**src/rtl/riscv_core_mul_iter.sv**
```systemverilog
// Iterative unsigned magnitude multiplier feeding the M-extension output stage.
// Define MUL_RADIX4_EN to retire two multiplier bits per cycle (radix-4) instead of one.
module riscv_core_mul_iter #(
  parameter int XLEN = 32
) (
  input  logic                i_clk,
  input  logic                i_rst_n,
  input  logic                i_mul_valid,
  output logic                o_mul_ready,
  input  logic [XLEN-1:0]     i_mul_srcA,
  input  logic [XLEN-1:0]     i_mul_srcB,
  input  logic [1:0]          i_mul_control,
  input  logic                i_mul_isword,
  input  logic                i_mul_flush,
  output logic                o_mul_valid,
  input  logic                i_mul_ready,
  output logic [2*XLEN-1:0]   o_mul_product,
  output logic                o_mul_srcA_Dsign,
  output logic                o_mul_srcB_Dsign,
  output logic                o_mul_srcA_Wsign,
  output logic                o_mul_srcB_Wsign,
  output logic [1:0]          o_mul_control,
  output logic                o_mul_isword
);

  localparam int HALF = XLEN / 2;
`ifdef MUL_RADIX4_EN
  localparam int K = XLEN / 2;
`else
  localparam int K = XLEN;
`endif
  localparam int CW = $clog2(K + 1);

  typedef enum logic [1:0] {IDLE, BUSY, DONE} state_t;

  state_t              state_reg;
  logic                ready_reg;
  logic                valid_reg;
  logic [2*XLEN-1:0]   product_reg;
  logic                dsign_a_reg, dsign_b_reg, wsign_a_reg, wsign_b_reg;
  logic [1:0]          control_reg;
  logic                isword_reg;
  logic [2*XLEN-1:0]   mcand_reg;
  logic [XLEN-1:0]     mplier_reg;
  logic [2*XLEN-1:0]   acc_reg;
  logic [CW-1:0]       cnt_reg;

  logic                accept;
  logic                dsign_a_next, dsign_b_next, wsign_a_next, wsign_b_next;
  logic [XLEN-1:0]     mag_a_next, mag_b_next;
  logic [HALF-1:0]     lo_a, lo_b;
  logic [2*XLEN-1:0]   addend;
  logic [2*XLEN-1:0]   acc_next;
  logic [2*XLEN-1:0]   mcand_next;
  logic [XLEN-1:0]     mplier_next;

  // A flush in the accept cycle suppresses the accept.
  assign accept = i_mul_valid && ready_reg && !i_mul_flush;

  assign lo_a = i_mul_srcA[HALF-1:0];
  assign lo_b = i_mul_srcB[HALF-1:0];

  assign dsign_a_next = !i_mul_isword && (i_mul_control != 2'b11) && i_mul_srcA[XLEN-1];
  assign dsign_b_next = !i_mul_isword && !i_mul_control[1] && i_mul_srcB[XLEN-1];
  assign wsign_a_next = i_mul_isword && lo_a[HALF-1];
  assign wsign_b_next = i_mul_isword && lo_b[HALF-1];

  always_comb begin
    mag_a_next = i_mul_srcA;
    mag_b_next = i_mul_srcB;
    if (i_mul_isword) begin
      mag_a_next = {{HALF{1'b0}}, (wsign_a_next ? ({HALF{1'b0}} - lo_a) : lo_a)};
      mag_b_next = {{HALF{1'b0}}, (wsign_b_next ? ({HALF{1'b0}} - lo_b) : lo_b)};
    end else begin
      if (dsign_a_next) mag_a_next = {XLEN{1'b0}} - i_mul_srcA;
      if (dsign_b_next) mag_b_next = {XLEN{1'b0}} - i_mul_srcB;
    end
  end

`ifdef MUL_RADIX4_EN
  always_comb begin
    addend = '0;
    case (mplier_reg[1:0])
      2'b01:   addend = mcand_reg;
      2'b10:   addend = mcand_reg << 1;
      2'b11:   addend = mcand_reg + (mcand_reg << 1);
      default: addend = '0;
    endcase
  end
  assign mcand_next  = mcand_reg << 2;
  assign mplier_next = mplier_reg >> 2;
`else
  assign addend      = mplier_reg[0] ? mcand_reg : '0;
  assign mcand_next  = mcand_reg << 1;
  assign mplier_next = mplier_reg >> 1;
`endif

  assign acc_next = acc_reg + addend;

  always_ff @(posedge i_clk) begin
    if (!i_rst_n) begin
      state_reg   <= IDLE;
      ready_reg   <= 1'b1;
      valid_reg   <= 1'b0;
      product_reg <= '0;
      dsign_a_reg <= 1'b0;
      dsign_b_reg <= 1'b0;
      wsign_a_reg <= 1'b0;
      wsign_b_reg <= 1'b0;
      control_reg <= 2'b00;
      isword_reg  <= 1'b0;
      mcand_reg   <= '0;
      mplier_reg  <= '0;
      acc_reg     <= '0;
      cnt_reg     <= '0;
    end else begin
      case (state_reg)
        IDLE: begin
          if (accept) begin
            dsign_a_reg <= dsign_a_next;
            dsign_b_reg <= dsign_b_next;
            wsign_a_reg <= wsign_a_next;
            wsign_b_reg <= wsign_b_next;
            control_reg <= i_mul_control;
            isword_reg  <= i_mul_isword;
            mcand_reg   <= {{XLEN{1'b0}}, mag_a_next};
            mplier_reg  <= mag_b_next;
            acc_reg     <= '0;
            cnt_reg     <= CW'(K);
            ready_reg   <= 1'b0;
            if (mag_a_next == '0 || mag_b_next == '0) begin
              product_reg <= '0;
              state_reg   <= DONE;
            end else begin
              state_reg   <= BUSY;
            end
          end
        end
        BUSY: begin
          if (i_mul_flush) begin
            state_reg <= IDLE;
            ready_reg <= 1'b1;
          end else begin
            acc_reg    <= acc_next;
            mcand_reg  <= mcand_next;
            mplier_reg <= mplier_next;
            cnt_reg    <= cnt_reg - CW'(1);
            if (cnt_reg == CW'(1)) begin
              product_reg <= acc_next;
              state_reg   <= DONE;
            end
          end
        end
        DONE: begin
          // valid rises on the first DONE cycle so latency is K+1 (or 1 on the zero path)
          if (i_mul_flush) begin
            state_reg <= IDLE;
            valid_reg <= 1'b0;
            ready_reg <= 1'b1;
          end else if (!valid_reg) begin
            valid_reg <= 1'b1;
          end else if (i_mul_ready) begin
            state_reg <= IDLE;
            valid_reg <= 1'b0;
            ready_reg <= 1'b1;
          end
        end
        default: begin
          state_reg <= IDLE;
          valid_reg <= 1'b0;
          ready_reg <= 1'b1;
        end
      endcase
    end
  end

  assign o_mul_ready      = ready_reg;
  assign o_mul_valid      = valid_reg;
  assign o_mul_product    = product_reg;
  assign o_mul_srcA_Dsign = dsign_a_reg;
  assign o_mul_srcB_Dsign = dsign_b_reg;
  assign o_mul_srcA_Wsign = wsign_a_reg;
  assign o_mul_srcB_Wsign = wsign_b_reg;
  assign o_mul_control    = control_reg;
  assign o_mul_isword     = isword_reg;

endmodule

```
**config.mk**
```make
export PLATFORM = sky130hd
export DESIGN_NAME = riscv_core_mul_iter
export DESIGN_NICKNAME = d
export VERILOG_FILES = /design/src/rtl/riscv_core_mul_iter.sv
export SDC_FILE = /design/constraint.sdc
export NUM_CORES = 1
export LEC_CHECK = 0
export ABC_CLOCK_PERIOD_IN_PS = 5500
export BUFFER_PORTS_ARGS = -buffer_cell sky130_fd_sc_hd__buf_2
export CAP_MARGIN = 20
export CORE_UTILIZATION = 26
export CTS_BUF_LIST = sky130_fd_sc_hd__clkbuf_8
export DETAILED_ROUTE_END_ITERATION = 8
export PLACE_DENSITY_LB_ADDON = 0.3
export SYNTH_ARGS = -nofsm -noshare
export SYNTH_HDL_FRONTEND = slang
export SYNTH_SLANG_ARGS = --single-unit
export TNS_END_PERCENT = 50
```
**constraint.sdc**
```tcl
create_clock -name i_clk -period 5.5 [get_ports i_clk]
set_clock_uncertainty 0.05 [all_clocks]
set_input_delay 0.825 -clock i_clk [delete_from_list [all_inputs] [get_ports i_clk]]
set_output_delay 0.825 -clock i_clk [all_outputs]
set_load 0.02 [all_outputs]
```
==> results.cfg <==
[floorplan]
core_area_um2 = 59000
rows = 89
dieArea_um2 = 60700
ios = 145
initial_core_util_pct = 26.3
die_x_um = 246
die_h_um = 246

[critical_path]
reg2reg_depth = 14
slowest_delay_ns = 0.57
r2r_start = mplier_reg[0]
critPathLaunchType = flop
critical_path_class = reg2reg
path_cells = buf_4, and2_1, ha_1, a21oi_1, o21ai_0, a221oi_1, o221ai_1, o21ba_2, o21ai_0, o21ai_0, a311oi_1, o21ai_0, xnor2_1, o32ai_1
crit_fanout = 29
critPathRequiredTime_ns = 5.92
critPathCaptureType = flop
cpMaxStageDelayCell = dfxtp_1
cp.arrival_ns = 5.14
r2r_slack_ns = 0.78
cp_common_cell = o21ai_0
worstReg2RegEnd = acc_reg[63]

[cells_and_area]
syn_to_final_growth_pct = 15.1
fin_nets = 2291
drive_above_1_share_pct = 12.5

[synthesis]
ys_warn_count = 0
synthSimpleGateAreaFrac_pct = 26.4
yosysTopAreaCell = dfxtp_1
synth_top_family_by_area = simple AND/OR/NAND/NOR gates
synth_cell_types = 76
avgSynthCellArea_um2 = 7.45
synth_ff_type = dfxtp_1
syn_area_um2 = 15500
synthAdderAreaFrac_pct = 5.52
synthMuxAreaShare_pct = 3.49
postSynthNetCount = 2226
synth-edff-count = 0
synth_compound_area_share_pct = 22.5
synthArstFlopShare_pct = 0
netlist_instances = 2086
synth_top_area_share_pct = 31.0
ys_seq_area_share_pct = 31.0
netlist_top_cells_area = dfxtp_1 31%, a21oi_1 7.5%, nor2_1 7.0%
ys_seq_elements = 241
synth-xor-area-share_pct = 6.48

[flow_run]
cap_violations = 0

[detailed_routing]
drc = 0
drt_iter0_drc = 939
vias = 15100
routedWlPerCell_um = 16.5
routed_wl_um = 48900
drt_pass1_iterations = 6
drtAntennaViolNets = 0
viasPerCell = 5.10

[clock_network]
cts_buffers = 47
ctsLongestPathBuffers = 3
clk_pin_slew_worst_paths_ns = 0.05
cts_tree = built
htreeDepth = 2
root_buffer = clkbuf_8
ctsHoldBuffers = 0
clkSinkCount = 241
cts_setup_buffers = 0
post_cts_resized = 0
clk_latency_ns = 0.62

[timing]
period_share_pct = 85.8
period_minus_slack_ns = 4.72
layout_setup_ws_ns = 0.779
setup_viol = 0
drv_slew = 0
tightest_slew_ns = 0.877
hold_violations = 0
finalSetupTns_ns = 0
timing.hold.ws_ns = 0.406
slew_headroom_pct = 41.6
rsz0062_at_grt = false
clock.fmax_ghz = 0.212

[placement]
dp_slack_ns = 0.587
place_congestion = 0.898
port_buffers = 144
dp.final_hpwl_um = 35600

[outcome]
status = complete, no violations

[hold_path]
min_path_cells = 2
min_to = acc_reg[52]
hp-class = reg2reg
worstHoldStart = acc_reg[52]

[global_routing]
grt_max_degree = 101
grtUsageTotal_pct = 15.9
grt_pass1_vias = 14400
grt_pass1_wl_um = 78500
gr-total-overflow = 0
antenna_found_initial = 8

[power_and_ir_drop]
powerDensity_nw_per_um2 = 279
vdd_ir_drop_max_mv = 0.143
leakagePower_nw = 6.87
[metrics by stage]
stage	std cells	util, %	total power [W]	cell area [µm²]
finish	2963	30.3	0.00499	17900
floorplan	2086	-	0.00277	15500
global placement	2875	28.6	0.00310	16900
global route	2962	30.3	0.00530	17900
CTS	2957	30.3	0.00508	17900
detailed placement	2875	28.6	0.00311	16900
[where the power goes]
part	leakage, nW	internal [W]	total [W]	switching, W
registers	1.95	0.00188	0.00198	0.000103
logic	4.38	0.000318	0.00110	0.000778
clock network	0.544	0.00108	0.00192	0.000840
[area by class of cell]
type / count / area [µm²]
Antenna cell: 6 / 15.0
Timing Repair Buffer: 173 / 963
Multi-Input combinational cell: 1668 / 10000
Inverter: 20 / 80.1
Clock inverter: 22 / 169
Tap cell: 773 / 967
Fill cell: 6392 / 41100
Sequential cell: 241 / 4820
Clock buffer: 60 / 826
[worst max-delay path, delay by kind of cell (launching register included)]
kind / cells / cell delay (ns)
AOI/OAI and AO/OA: 10 / 2.86
xor gates and xnor gates: 1 / 0.24
adders and majority gates: 1 / 0.29
buffers and inverters: 1 / 0.36
DFF: 1 / 0.57
and+or+nand+nor: 1 / 0.19
[metal layers]
metal  global-route usage (%)  share of wire [%]
met3                     2.68                5.1
met1                     22.1                 49
met5                        0              0.035
met4                     5.32                2.3
met2                     24.6                 44
[how the worst max path moves through the flow]
stage                              from                end  slack, ns  cells after the start
after floorplan           i_mul_srcA[7]  o_mul_product[36]       1.32                     14
after global placement    i_mul_srcA[1]  o_mul_product[57]       0.68                     15
after detailed placement  i_mul_srcA[1]  o_mul_product[61]       0.59                     14
after CTS                 mplier_reg[0]  o_mul_product[63]       0.84                     14
after global routing      mplier_reg[0]  o_mul_product[63]       0.40                     14
final                     mplier_reg[0]        acc_reg[63]       0.78                     14
[cell usage after synthesis, types with 19 or more instances]
| cell type | number |
|---|---|
| a211oi_1 | 35 |
| xnor2_1 | 61 |
| nand2_1 | 245 |
| o211ai_1 | 19 |
| xor2_1 | 54 |
| nand4_1 | 27 |
| a21oi_1 | 233 |
| nor3_1 | 61 |
| inv_1 | 20 |
| a21o_1 | 39 |
| ha_1 | 67 |
| mux2i_1 | 52 |
| and2_1 | 69 |
| clkbuf_1 | 138 |
| o21ai_0 | 70 |
| nor2_1 | 291 |
| nand3_1 | 74 |
| dfxtp_1 | 241 |
[cells in the final DEF (no fill, tap or decap), types with 7 or more instances in the layout]
cell type,n
nand3_1,74
a21o_1,39
mux2i_1,52
inv_1,28
a221oi_1,18
o21bai_1,13
buf_4,27
nor4_1,18
or3_1,12
dfxtp_1,241
clkbuf_8,60
a211oi_1,35
o22ai_1,10
xnor2_1,61
nand2b_1,17
and3_1,7
nand4_1,27
ha_1,67
a21oi_1,233
buf_2,144
nor2_1,290
o31ai_1,13
and2_1,69
o21ai_0,70
a31oi_1,13
o211ai_1,19
xor2_1,54
nand2_1,244
nor2b_1,9
a311oi_1,11
o21a_1,12
nor3_1,60
or4_1,11
[cell families after synthesis]
logic type | after synthesis
and+or+nand+nor | 877
AOI/OAI and AO/OA | 554
DFF | 241
buffers and inverters | 177
xor gates and xnor gates | 115
adders and majority gates | 68
muxes | 54
No activity file was read; power rests on OpenSTA's default activity.
